===== src/rtl/mips_lite_instr_encoder.sv =====
// MIPS-lite instruction encoder / program loader: packs instruction requests into 32-bit words,
// buffers them in a FIFO and streams them to instruction memory. Optional macro: MIPS_ENC_TERM_WORD_EN.
module mips_lite_instr_encoder #(
   parameter int ADDR_W    = 8,
   parameter int DEPTH     = 4,
   parameter int BASE_ADDR = 0
) (
   input  logic              clk,
   input  logic              reset_n,
   input  logic              start,
   input  logic              finish,
   input  logic              req_valid,
   output logic              req_ready,
   input  logic [2:0]        req_op,
   input  logic [4:0]        req_rs,
   input  logic [4:0]        req_rt,
   input  logic [4:0]        req_rd,
   input  logic [4:0]        req_shamt,
   input  logic [5:0]        req_funct,
   input  logic [15:0]       req_imm,
   input  logic [25:0]       req_target,
   output logic              im_we,
   output logic [ADDR_W-1:0] im_addr,
   output logic [31:0]       im_wdata,
   input  logic              mem_ready,
   output logic              done,
   output logic [ADDR_W:0]   words,
   output logic              err_illegal,
   output logic              err_overflow
);

   localparam int                PW        = $clog2(DEPTH);
   localparam logic [PW:0]       FULL_CNT  = (PW+1)'(DEPTH);
   localparam logic [PW:0]       CNT_ONE   = (PW+1)'(1);
   localparam logic [PW-1:0]     PTR_ONE   = PW'(1);
   localparam logic [ADDR_W-1:0] BASE      = ADDR_W'(BASE_ADDR);
   localparam logic [ADDR_W-1:0] ADDR_ONE  = ADDR_W'(1);
   localparam logic [ADDR_W-1:0] ADDR_TOP  = {ADDR_W{1'b1}};
   localparam logic [ADDR_W:0]   WORDS_ONE = (ADDR_W+1)'(1);
   localparam logic [31:0]       TERM_WORD = 32'hFFFF_FFFF;

   localparam logic [2:0] OP_RFMT    = 3'd0;
   localparam logic [2:0] OP_LW      = 3'd1;
   localparam logic [2:0] OP_SW      = 3'd2;
   localparam logic [2:0] OP_BEQ     = 3'd3;
   localparam logic [2:0] OP_NORI    = 3'd4;
   localparam logic [2:0] OP_JAL     = 3'd5;
   localparam logic [2:0] OP_JSP     = 3'd6;
   localparam logic [2:0] OP_ILLEGAL = 3'd7;

   typedef enum logic [2:0] {
      S_IDLE  = 3'd0,
      S_LOAD  = 3'd1,
      S_FLUSH = 3'd2,
      S_TERM  = 3'd3,
      S_DONE  = 3'd4
   } state_t;

   function automatic logic [31:0] encode_word(
      input logic [2:0]  op,
      input logic [4:0]  rs,
      input logic [4:0]  rt,
      input logic [4:0]  rd,
      input logic [4:0]  shamt,
      input logic [5:0]  funct,
      input logic [15:0] imm,
      input logic [25:0] target
   );
      logic [31:0] w;
      case (op)
         OP_RFMT: w = {6'h00, rs, rt, rd, shamt, funct};
         OP_LW:   w = {6'h23, rs, rt, imm};
         OP_SW:   w = {6'h2B, rs, rt, imm};
         OP_BEQ:  w = {6'h04, rs, rt, imm};
         OP_NORI: w = {6'h0D, rs, rt, imm};
         OP_JAL:  w = {6'h03, target};
         OP_JSP:  w = {6'h12, target};
         default: w = 32'h0000_0000;
      endcase
      return w;
   endfunction

   state_t              state_r;
   state_t              state_s;
   logic [31:0]         mem_r [DEPTH];
   logic [PW-1:0]       rd_ptr_r;
   logic [PW-1:0]       wr_ptr_r;
   logic [PW:0]         count_r;
   logic [ADDR_W-1:0]   im_addr_r;
   logic [ADDR_W:0]     words_r;
   logic                err_illegal_r;
   logic                err_overflow_r;
   logic                exhausted_r;

   logic fifo_empty_s;
   logic fifo_full_s;
   logic drain_s;
   logic term_s;
   logic accept_s;
   logic illegal_s;
   logic push_s;
   logic pending_s;
   logic overflow_s;
   logic write_s;
   logic pop_s;

   assign fifo_empty_s = (count_r == '0);
   assign fifo_full_s  = (count_r == FULL_CNT);
   assign drain_s      = (state_r == S_LOAD) || (state_r == S_FLUSH);
   assign term_s       = (state_r == S_TERM);
   assign req_ready    = (state_r == S_LOAD) && !fifo_full_s;
   assign accept_s     = req_valid && req_ready;
   assign illegal_s    = accept_s && (req_op == OP_ILLEGAL);
   assign push_s       = accept_s && (req_op != OP_ILLEGAL);
   // A write is pending when a word waits in the FIFO or the terminator is due;
   // once the top address has been written, a pending write becomes an overflow instead.
   assign pending_s    = (drain_s && !fifo_empty_s) || term_s;
   assign overflow_s   = pending_s && exhausted_r;
   assign write_s      = im_we && mem_ready;
   assign pop_s        = write_s && drain_s;

   assign im_we        = pending_s && !exhausted_r;
   assign im_wdata     = term_s ? TERM_WORD : mem_r[rd_ptr_r];
   assign im_addr      = im_addr_r;
   assign words        = words_r;
   assign err_illegal  = err_illegal_r;
   assign err_overflow = err_overflow_r;
   assign done         = (state_r == S_DONE);

   // Session state register.
   always_ff @(posedge clk) begin
      if (!reset_n) state_r <= S_IDLE;
      else          state_r <= state_s;
   end

   // Session sequencing: load, drain on finish, optional terminator, one-cycle done.
   always_comb begin
      state_s = state_r;
      case (state_r)
         S_IDLE: begin
            if (start) state_s = S_LOAD;
            else       state_s = S_IDLE;
         end
         S_LOAD: begin
            if (overflow_s)  state_s = S_DONE;
            else if (finish) state_s = S_FLUSH;
            else             state_s = S_LOAD;
         end
         S_FLUSH: begin
            if (overflow_s) begin
               state_s = S_DONE;
            end else if (fifo_empty_s) begin
`ifdef MIPS_ENC_TERM_WORD_EN
               state_s = S_TERM;
`else
               state_s = S_DONE;
`endif
            end else begin
               state_s = S_FLUSH;
            end
         end
         S_TERM: begin
            if (overflow_s || write_s) state_s = S_DONE;
            else                       state_s = S_TERM;
         end
         S_DONE:  state_s = S_IDLE;
         default: state_s = S_IDLE;
      endcase
   end

   // FIFO storage; contents are only meaningful between the pointers.
   always_ff @(posedge clk) begin
      if (push_s) begin
         mem_r[wr_ptr_r] <= encode_word(req_op, req_rs, req_rt, req_rd,
                                        req_shamt, req_funct, req_imm, req_target);
      end
   end

   // FIFO pointers and occupancy; an overflow discards everything still queued.
   always_ff @(posedge clk) begin
      if (!reset_n || overflow_s) begin
         rd_ptr_r <= '0;
         wr_ptr_r <= '0;
         count_r  <= '0;
      end else begin
         if (push_s) wr_ptr_r <= wr_ptr_r + PTR_ONE;
         if (pop_s)  rd_ptr_r <= rd_ptr_r + PTR_ONE;
         case ({push_s, pop_s})
            2'b10:   count_r <= count_r + CNT_ONE;
            2'b01:   count_r <= count_r - CNT_ONE;
            default: count_r <= count_r;
         endcase
      end
   end

   // Write address, word count and sticky status, all re-armed by start in IDLE.
   always_ff @(posedge clk) begin
      if (!reset_n || ((state_r == S_IDLE) && start)) begin
         im_addr_r      <= BASE;
         words_r        <= '0;
         err_illegal_r  <= 1'b0;
         err_overflow_r <= 1'b0;
         exhausted_r    <= 1'b0;
      end else begin
         if (write_s) begin
            im_addr_r <= im_addr_r + ADDR_ONE;
            words_r   <= words_r + WORDS_ONE;
            if (im_addr_r == ADDR_TOP) exhausted_r <= 1'b1;
         end
         if (illegal_s)  err_illegal_r  <= 1'b1;
         if (overflow_s) err_overflow_r <= 1'b1;
      end
   end

endmodule

===== config.mk =====
export PLATFORM = sky130hd
export DESIGN_NAME = mips_lite_instr_encoder
export DESIGN_NICKNAME = d
export VERILOG_FILES = /design/src/rtl/mips_lite_instr_encoder.sv
export SDC_FILE = /design/constraint.sdc
export NUM_CORES = 1
export LEC_CHECK = 0
export BUFFER_PORTS_ARGS = -buffer_cell sky130_fd_sc_hd__buf_2
export CAP_MARGIN = 30
export CORE_ASPECT_RATIO = 0.5
export CORE_MARGIN = 10
export CORE_UTILIZATION = 30
export DETAILED_ROUTE_END_ITERATION = 10
export PLACE_DENSITY = 0.55
export SETUP_SLACK_MARGIN = 0.5
export SYNTH_ARGS = -nofsm -noshare
export SYNTH_HDL_FRONTEND = slang
export SYNTH_SLANG_ARGS = --single-unit

===== constraint.sdc =====
create_clock -name clk -period 2.43 [get_ports clk]
set_clock_uncertainty 0.2 [all_clocks]
set_input_delay 0.243 -clock clk [delete_from_list [all_inputs] [get_ports clk]]
set_output_delay 0.243 -clock clk [all_outputs]
set_load 0.005 [all_outputs]

=== Yosys cells after proc, flatten, opt, wreduce, memory -nomap -nowiden ===
Memories as Yosys holds them, arrays and structs flattened. A register that Yosys moved wholly into a read port is not among the register bits.
Cells that the tools add are included.

* Register bits after elaboration: 30
* Bits in writable memories: 128
* Input port bits: 77
* Output and inout bits: 54
* Logic and storage cells: 71
* Memories kept: 1

* Add/subtract/negate cells: 6
* Equal/unequal tests: 16
* Multiplexer cells: 15
* Reductions and logical operators: 24

{| class="wikitable"
|+ Memory list
! memory !! words !! width !! read ports !! clocked after Yosys merged registers in !! write ports !! RTL line !! text
|-
| mem_r || 4 || 32 || 1 || 1 || 1 || 85 || <nowiki>logic [31:0] mem_r [DEPTH];</nowiki>
|}

{| class="wikitable"
|+ Operators by type and width
! operator !! number
|-
| case mux 32 bit (7 select lines) || 1
|-
| 2-to-1 mux 32 bit || 2
|-
| equality test 3 bit, second input constant || 6
|-
| equality test 3 x 2 -> 1 bit, second input constant || 4
|-
| 2-to-1 mux 3 bit || 4
|-
| case mux 3 bit (4 select lines) || 1
|-
| logical AND 1 bit || 10
|-
| adder 9 x 1 -> 9 bit, second input constant || 1
|-
| logical NOT 3 bit || 3
|-
| adder 8 x 1 -> 8 bit, second input constant || 1
|-
| equality test 8 bit, second input constant || 1
|-
| equality test 3 x 1 -> 1 bit, second input constant || 2
|-
| 2-to-1 mux 2 bit || 3
|-
| case mux 3 bit (2 select lines) || 1
|-
| logical OR 1 bit || 5
|-
| adder 2 x 1 -> 2 bit, second input constant || 2
|-
| logical NOT 1 bit || 4
|-
| adder 3 x 1 -> 3 bit, second input constant || 1
|-
| 2-to-1 mux 1 bit || 3
|-
| != test 3 bit, second input constant || 1
|-
| subtractor 3 x 1 -> 3 bit, second input constant || 1
|-
| equality test 2 x 1 -> 1 bit, second input constant || 1
|-
| equality test 2 bit, second input constant || 1
|-
| AND reduction 2 bit || 1
|-
| nonzero test 2 bit || 1
|}

=== Logic depth before layout (Yosys ltp) ===
* Word-level depth: 9
* Mapped depth: 11
* Depth with buffers taken out: 10

=== Worst setup path before layout ===
OpenSTA, ideal clock, no wires.

* Path type: reg-to-reg
* From: register state_r[0]
* To: memory mem_r[2][0], enable pin
* Setup time: 392 ps
* Data arrival time: 1938 ps
* Data required time: 1838 ps
* Slack: -100 ps
* Cell stages (with the launch flop): 5
* Path buffers: 1
* Clock period less this slack: 2530 ps
* Cells stage by stage: dfxtp_1 > clkbuf_1 > nand4bb_1 > a211oi_1 > and2_1

* Cells in the longest elaborated chain, start to end: 6

{| class="wikitable"
|+ Ends and longest elaborated chain
! what !! RTL line !! text
|-
| start, declared || 83 || <nowiki>state_t state_r;</nowiki>
|-
| start signal, assigned || 133 || <nowiki>else state_r <= state_s;</nowiki>
|-
| equality test 3 x 1 -> 1 bit || 111 || <nowiki>assign req_ready = (state_r == S_LOAD) && !fifo_full_s;</nowiki>
|-
| logical AND 1 bit || 111 ||
|-
| logical AND 1 bit || 112 || <nowiki>assign accept_s = req_valid && req_ready;</nowiki>
|-
| logical AND 1 bit || 114 || <nowiki>assign push_s = accept_s && (req_op != OP_ILLEGAL);</nowiki>
|-
| 2-to-1 mux 1 bit || 173 || <nowiki>if (push_s) begin</nowiki>
|-
| 2-to-1 mux 1 bit (not written as such) || 174 || <nowiki>mem_r[wr_ptr_r] <= encode_word(req_op, req_rs, req_rt, req_rd,</nowiki>
|-
| end, declared || 85 ||
|}

No other way between the ends.

==> flow_results.xml <==
<?xml version="1.0" encoding="UTF-8"?>
<metrics>
  <group name="hold_path">
    <metric name="holdPathEnd" unit="">mem_r[3][22]$_DFFE_PP_</metric>
    <metric name="hp-start" unit="">req_target[22]</metric>
    <metric name="whs_path_depth" unit="">2</metric>
    <metric name="hp-class" unit="">in -&gt; reg</metric>
  </group>
  <group name="yosys">
    <metric name="synth_top_family_by_area" unit="">multiplexers</metric>
    <metric name="ys_top_cells_by_count" unit="">128 x edfxtp_1, 40 x a21oi_1, 32 x dfxtp_1, 32 x mux4_2, 32 x or2_2</metric>
    <metric name="top_flip_flop_cell_by_instance_count_after_synthesis" unit="">edfxtp_1</metric>
    <metric name="yosys.cell_types.count" unit="">51</metric>
    <metric name="async_flop_share" unit="%">0</metric>
    <metric name="synth_fp_nets" unit="">620</metric>
    <metric name="synth_cells" unit="">535</metric>
    <metric name="post-synth-top-area-cell" unit="">edfxtp_1</metric>
    <metric name="yosys.area_share.adder" unit="%">1.45</metric>
    <metric name="synthesis.yosys.warnings" unit="">0</metric>
    <metric name="synthesized_area_divided_by_synthesized_cell_count" unit="um2">13.9</metric>
    <metric name="synth.area.mux_share" unit="%">12.6</metric>
    <metric name="synth_edf_count" unit="">128</metric>
    <metric name="yosys_register_bits" unit="">160</metric>
    <metric name="area_share_of_and_or_nand_nor_cells_after_synthesis" unit="%">10.6</metric>
    <metric name="post-synth-top-count-cell" unit="">edfxtp_1</metric>
    <metric name="synth_largest_type_area_fraction" unit="%">51.8</metric>
    <metric name="synthXorXnorAreaFrac" unit="%">2.24</metric>
    <metric name="compound_cell_area_share_of_the_yosys_netlist" unit="%">9.90</metric>
    <metric name="mappedNetlistArea" unit="um2">7420</metric>
    <metric name="synthTopCellsByArea" unit="">edfxtp_1 52%, mux4_2 9.7%, dfxtp_1 8.6%</metric>
    <metric name="yosysSeqAreaShare" unit="%">60.5</metric>
  </group>
  <group name="clock_network">
    <metric name="cts_max_level" unit="">4</metric>
    <metric name="worst_skew_pair.late_latency" unit="ns">0.43</metric>
    <metric name="cts.reportedPaths.clkPinSlew" unit="ns">0.07</metric>
    <metric name="ctsRootBufferMaster" unit="">clkbuf_16</metric>
    <metric name="clk_path_buf_depth" unit="">2</metric>
    <metric name="numClockSinks" unit="">160</metric>
    <metric name="cts_made_buffers" unit="">17</metric>
    <metric name="clock_tree_from_tritoncts" unit="">built</metric>
  </group>
  <group name="route">
    <metric name="drcViolationCount" unit="">0</metric>
    <metric name="drt_wl_total" unit="mm">21.4</metric>
    <metric name="detailroute.via_count" unit="">5391</metric>
    <metric name="routed_via_density" unit="">4.87</metric>
    <metric name="routed_wire_length_per_instance" unit="um">19.4</metric>
    <metric name="final_antenna_net_count" unit="">0</metric>
    <metric name="initial_drc_count" unit="">343</metric>
    <metric name="detail_route.first_pass.iterations" unit="">5</metric>
  </group>
  <group name="placed_design">
    <metric name="placedInstanceArea" unit="um2">8650</metric>
    <metric name="gpl.final_weighted_congestion" unit="">0.772</metric>
    <metric name="port_buffers" unit="">130</metric>
    <metric name="half_perimeter_wire_length_of_the_detailed_placement_result" unit="mm">12.8</metric>
  </group>
  <group name="floorplan">
    <metric name="dieArea" unit="um2">31800</metric>
    <metric name="die_height" unit="um">131</metric>
    <metric name="fp.dieW" unit="um">242</metric>
    <metric name="starting_utilization_of_the_core_area" unit="%">30.7</metric>
    <metric name="boundaryPins" unit="">131</metric>
    <metric name="floorplan.core_area" unit="um2">24200</metric>
    <metric name="std_cell_rows" unit="">40</metric>
  </group>
  <group name="grt">
    <metric name="vias_in_the_first_global_route" unit="">5612</metric>
    <metric name="maximum_number_of_pins_on_one_net_before_global_route_repair" unit="">39</metric>
    <metric name="gr-usage-all-layers" unit="%">12.5</metric>
    <metric name="grt_pass1_wl" unit="mm">31.3</metric>
    <metric name="grt_remaining_overflow" unit="">0</metric>
    <metric name="number_of_antenna_violations_at_the_first_check_in_global_routing" unit="">0</metric>
  </group>
  <group name="worst_setup_path">
    <metric name="r2r.worst_path.cells" unit="">9</metric>
    <metric name="r2r-end" unit="">count_r[1]$_SDFFE_PP0P_</metric>
    <metric name="timing.critical_path.from_type" unit="">flop</metric>
    <metric name="cp.required" unit="ns">1.99</metric>
    <metric name="critPathCaptureType" unit="">output pin</metric>
    <metric name="crit_path_max_fanout" unit="">7</metric>
    <metric name="worst_ep_arrival_time" unit="ns">2.00</metric>
    <metric name="critical_r2r_launch" unit="">state_r[1]$_SDFF_PN0_</metric>
    <metric name="critPathKind" unit="">reg -&gt; out</metric>
    <metric name="ff2ff_setup_slack" unit="ns">0.35</metric>
  </group>
  <group name="outcome">
    <metric name="failed_checks" unit="">setup timing</metric>
    <metric name="outcome" unit="">finished, violations left</metric>
  </group>
  <group name="timing">
    <metric name="max_freq" unit="MHz">410</metric>
    <metric name="timing_max_transition_violations_final" unit="">0</metric>
    <metric name="layout_min_cycle_time" unit="ns">2.44</metric>
    <metric name="worst-slew-pin-transition" unit="ns">0.849</metric>
    <metric name="setup_viol" unit="">6</metric>
    <metric name="grt_setup_unrepaired" unit="">true</metric>
    <metric name="final.setup.worst_slack" unit="ns">-0.0106</metric>
    <metric name="timing.max_slew.rel_slack" unit="%">43.2</metric>
    <metric name="finalHoldViolations" unit="">0</metric>
    <metric name="final_min_period_over_clock_period" unit="%">100</metric>
  </group>
  <group name="power">
    <metric name="power_density" unit="nW/um2">593</metric>
    <metric name="total_power" unit="mW">6.37</metric>
    <metric name="power.leakage" unit="nW">3.95</metric>
    <metric name="max-vdd-ir-drop" unit="mV">0.428</metric>
  </group>
  <group name="layout">
    <metric name="finished_layout_cell_area" unit="um2">10700</metric>
    <metric name="filler_cell_count" unit="">2168</metric>
    <metric name="multiInputGateArea" unit="um2">3060</metric>
    <metric name="antenna_cells" unit="">0</metric>
    <metric name="drive_above_1_share" unit="%">47.6</metric>
    <metric name="finalNetCount" unit="">843</metric>
    <metric name="final-seq-area" unit="um2">4520</metric>
    <metric name="area.growth.synth_to_final" unit="%">44.8</metric>
  </group>
  <group name="run">
    <metric name="max_cap_violations" unit="">0</metric>
  </group>
</metrics>
[critical path, stage by stage, from the launching register on]
cell and delay (ns):
dfxtp_4 0.43, buf_12 0.14, buf_16 0.14, mux4_2 0.50, or2_4 0.25, buf_6 0.11
[power by group]
group	switching, mW	internal (mW)	leakage [nW]
logic	0.358	0.399	2.26
registers	0.0214	3.02	1.42
clock network	1.15	1.42	0.274
total	1.53	4.84	3.95
[placed cells by master (no fill, tap or decap), types with 17 or more instances in the layout]
master         instances
dlygate4sd3_1         34
buf_4                 39
buf_6                 37
mux4_2                32
or2_4                 27
nor2b_1               20
clkbuf_16             25
dfxtp_1               23
buf_2                103
a21oi_1               35
a221oi_1              17
nor2_1                27
edfxtp_1             128
[how the worst max path moves through the flow]
stage                         endpoint  slack [ns]                  start  cells past startpoint
2_1_floorplan  count_r[2]$_SDFFE_PP0P_        0.28  state_r[1]$_SDFF_PN0_                     10
3_3_place_gp   count_r[2]$_SDFFE_PP0P_        0.21  state_r[2]$_SDFF_PN0_                      9
3_5_place_dp   count_r[2]$_SDFFE_PP0P_        0.18  state_r[1]$_SDFF_PN0_                      9
4_1_cts                   im_wdata[20]       -0.04                   flop                      5
5_1_grt                    im_wdata[7]       -0.08                   flop                      4
6_report                   im_wdata[5]       -0.01                   flop                      5
[cells by family (layout without fill, tap and decap cells)]
family                     count (synthesis)  after routing
adders and majority gates                  8              8
muxes                                     51             51
buffers and inverters                     49            284
and+or+nand+nor                          142            143
DFF                                      160            160
xor gates and xnor gates                  19             19
AOI/OAI and AO/OA                        106            106
[layer usage]
layer,part of all wire [%],vias up,GRT usage [%]
li1,-,2520,-
met1,44,2747,14.4
met2,52,92,22.3
met3,2.4,32,2.55
met4,2.0,0,5.00
met5,0,-,0
[repair_timing]
item                       in CTS  in global routing
setup endpoints to repair     106                172
hold endpoints to repair       77                  0
buffers inserted               20                 13
gates cloned                    3                 13
pin swaps                      13                 14
hold buffers                   34                  0
resized for setup              91                 46
[sequential cells by signal, summed over array words and instances (netlist names), named ones only]
name and cells:
mem_r 128, words 9, im_addr 8, count_r 3
state_r 3, rd_ptr_r 2, wr_ptr_r 2, err_illegal 1
err_overflow 1, exhausted_r 1
[area by class of cell]
type                            instances  share of cell area (%)
Multi-Input combinational cell        327                    28.5
Clock inverter                         15                    1.27
Tap cell                              336                    3.92
Inverter                               13                   0.455
Clock buffer                           17                    3.96
Sequential cell                       160                    42.1
Timing Repair Buffer                  239                    19.8
[through the flow]
stage                     setup TNS [ns]  std cells  worst slack (ns)  util [%]  hold slack, ns
after CTS                         -0.524       1081           -0.0450      42.1         0.00342
after detailed placement               0        992             0.179      35.8           0.250
after global routing               -1.44       1107           -0.0805      44.4         0.00779
after global placement                 0        991             0.209      35.7           0.236
final                            -0.0211       1107           -0.0106      44.4          0.0115
after floorplan                        0        535             0.276         -           0.190
Power figures use the tool's default switching activity.
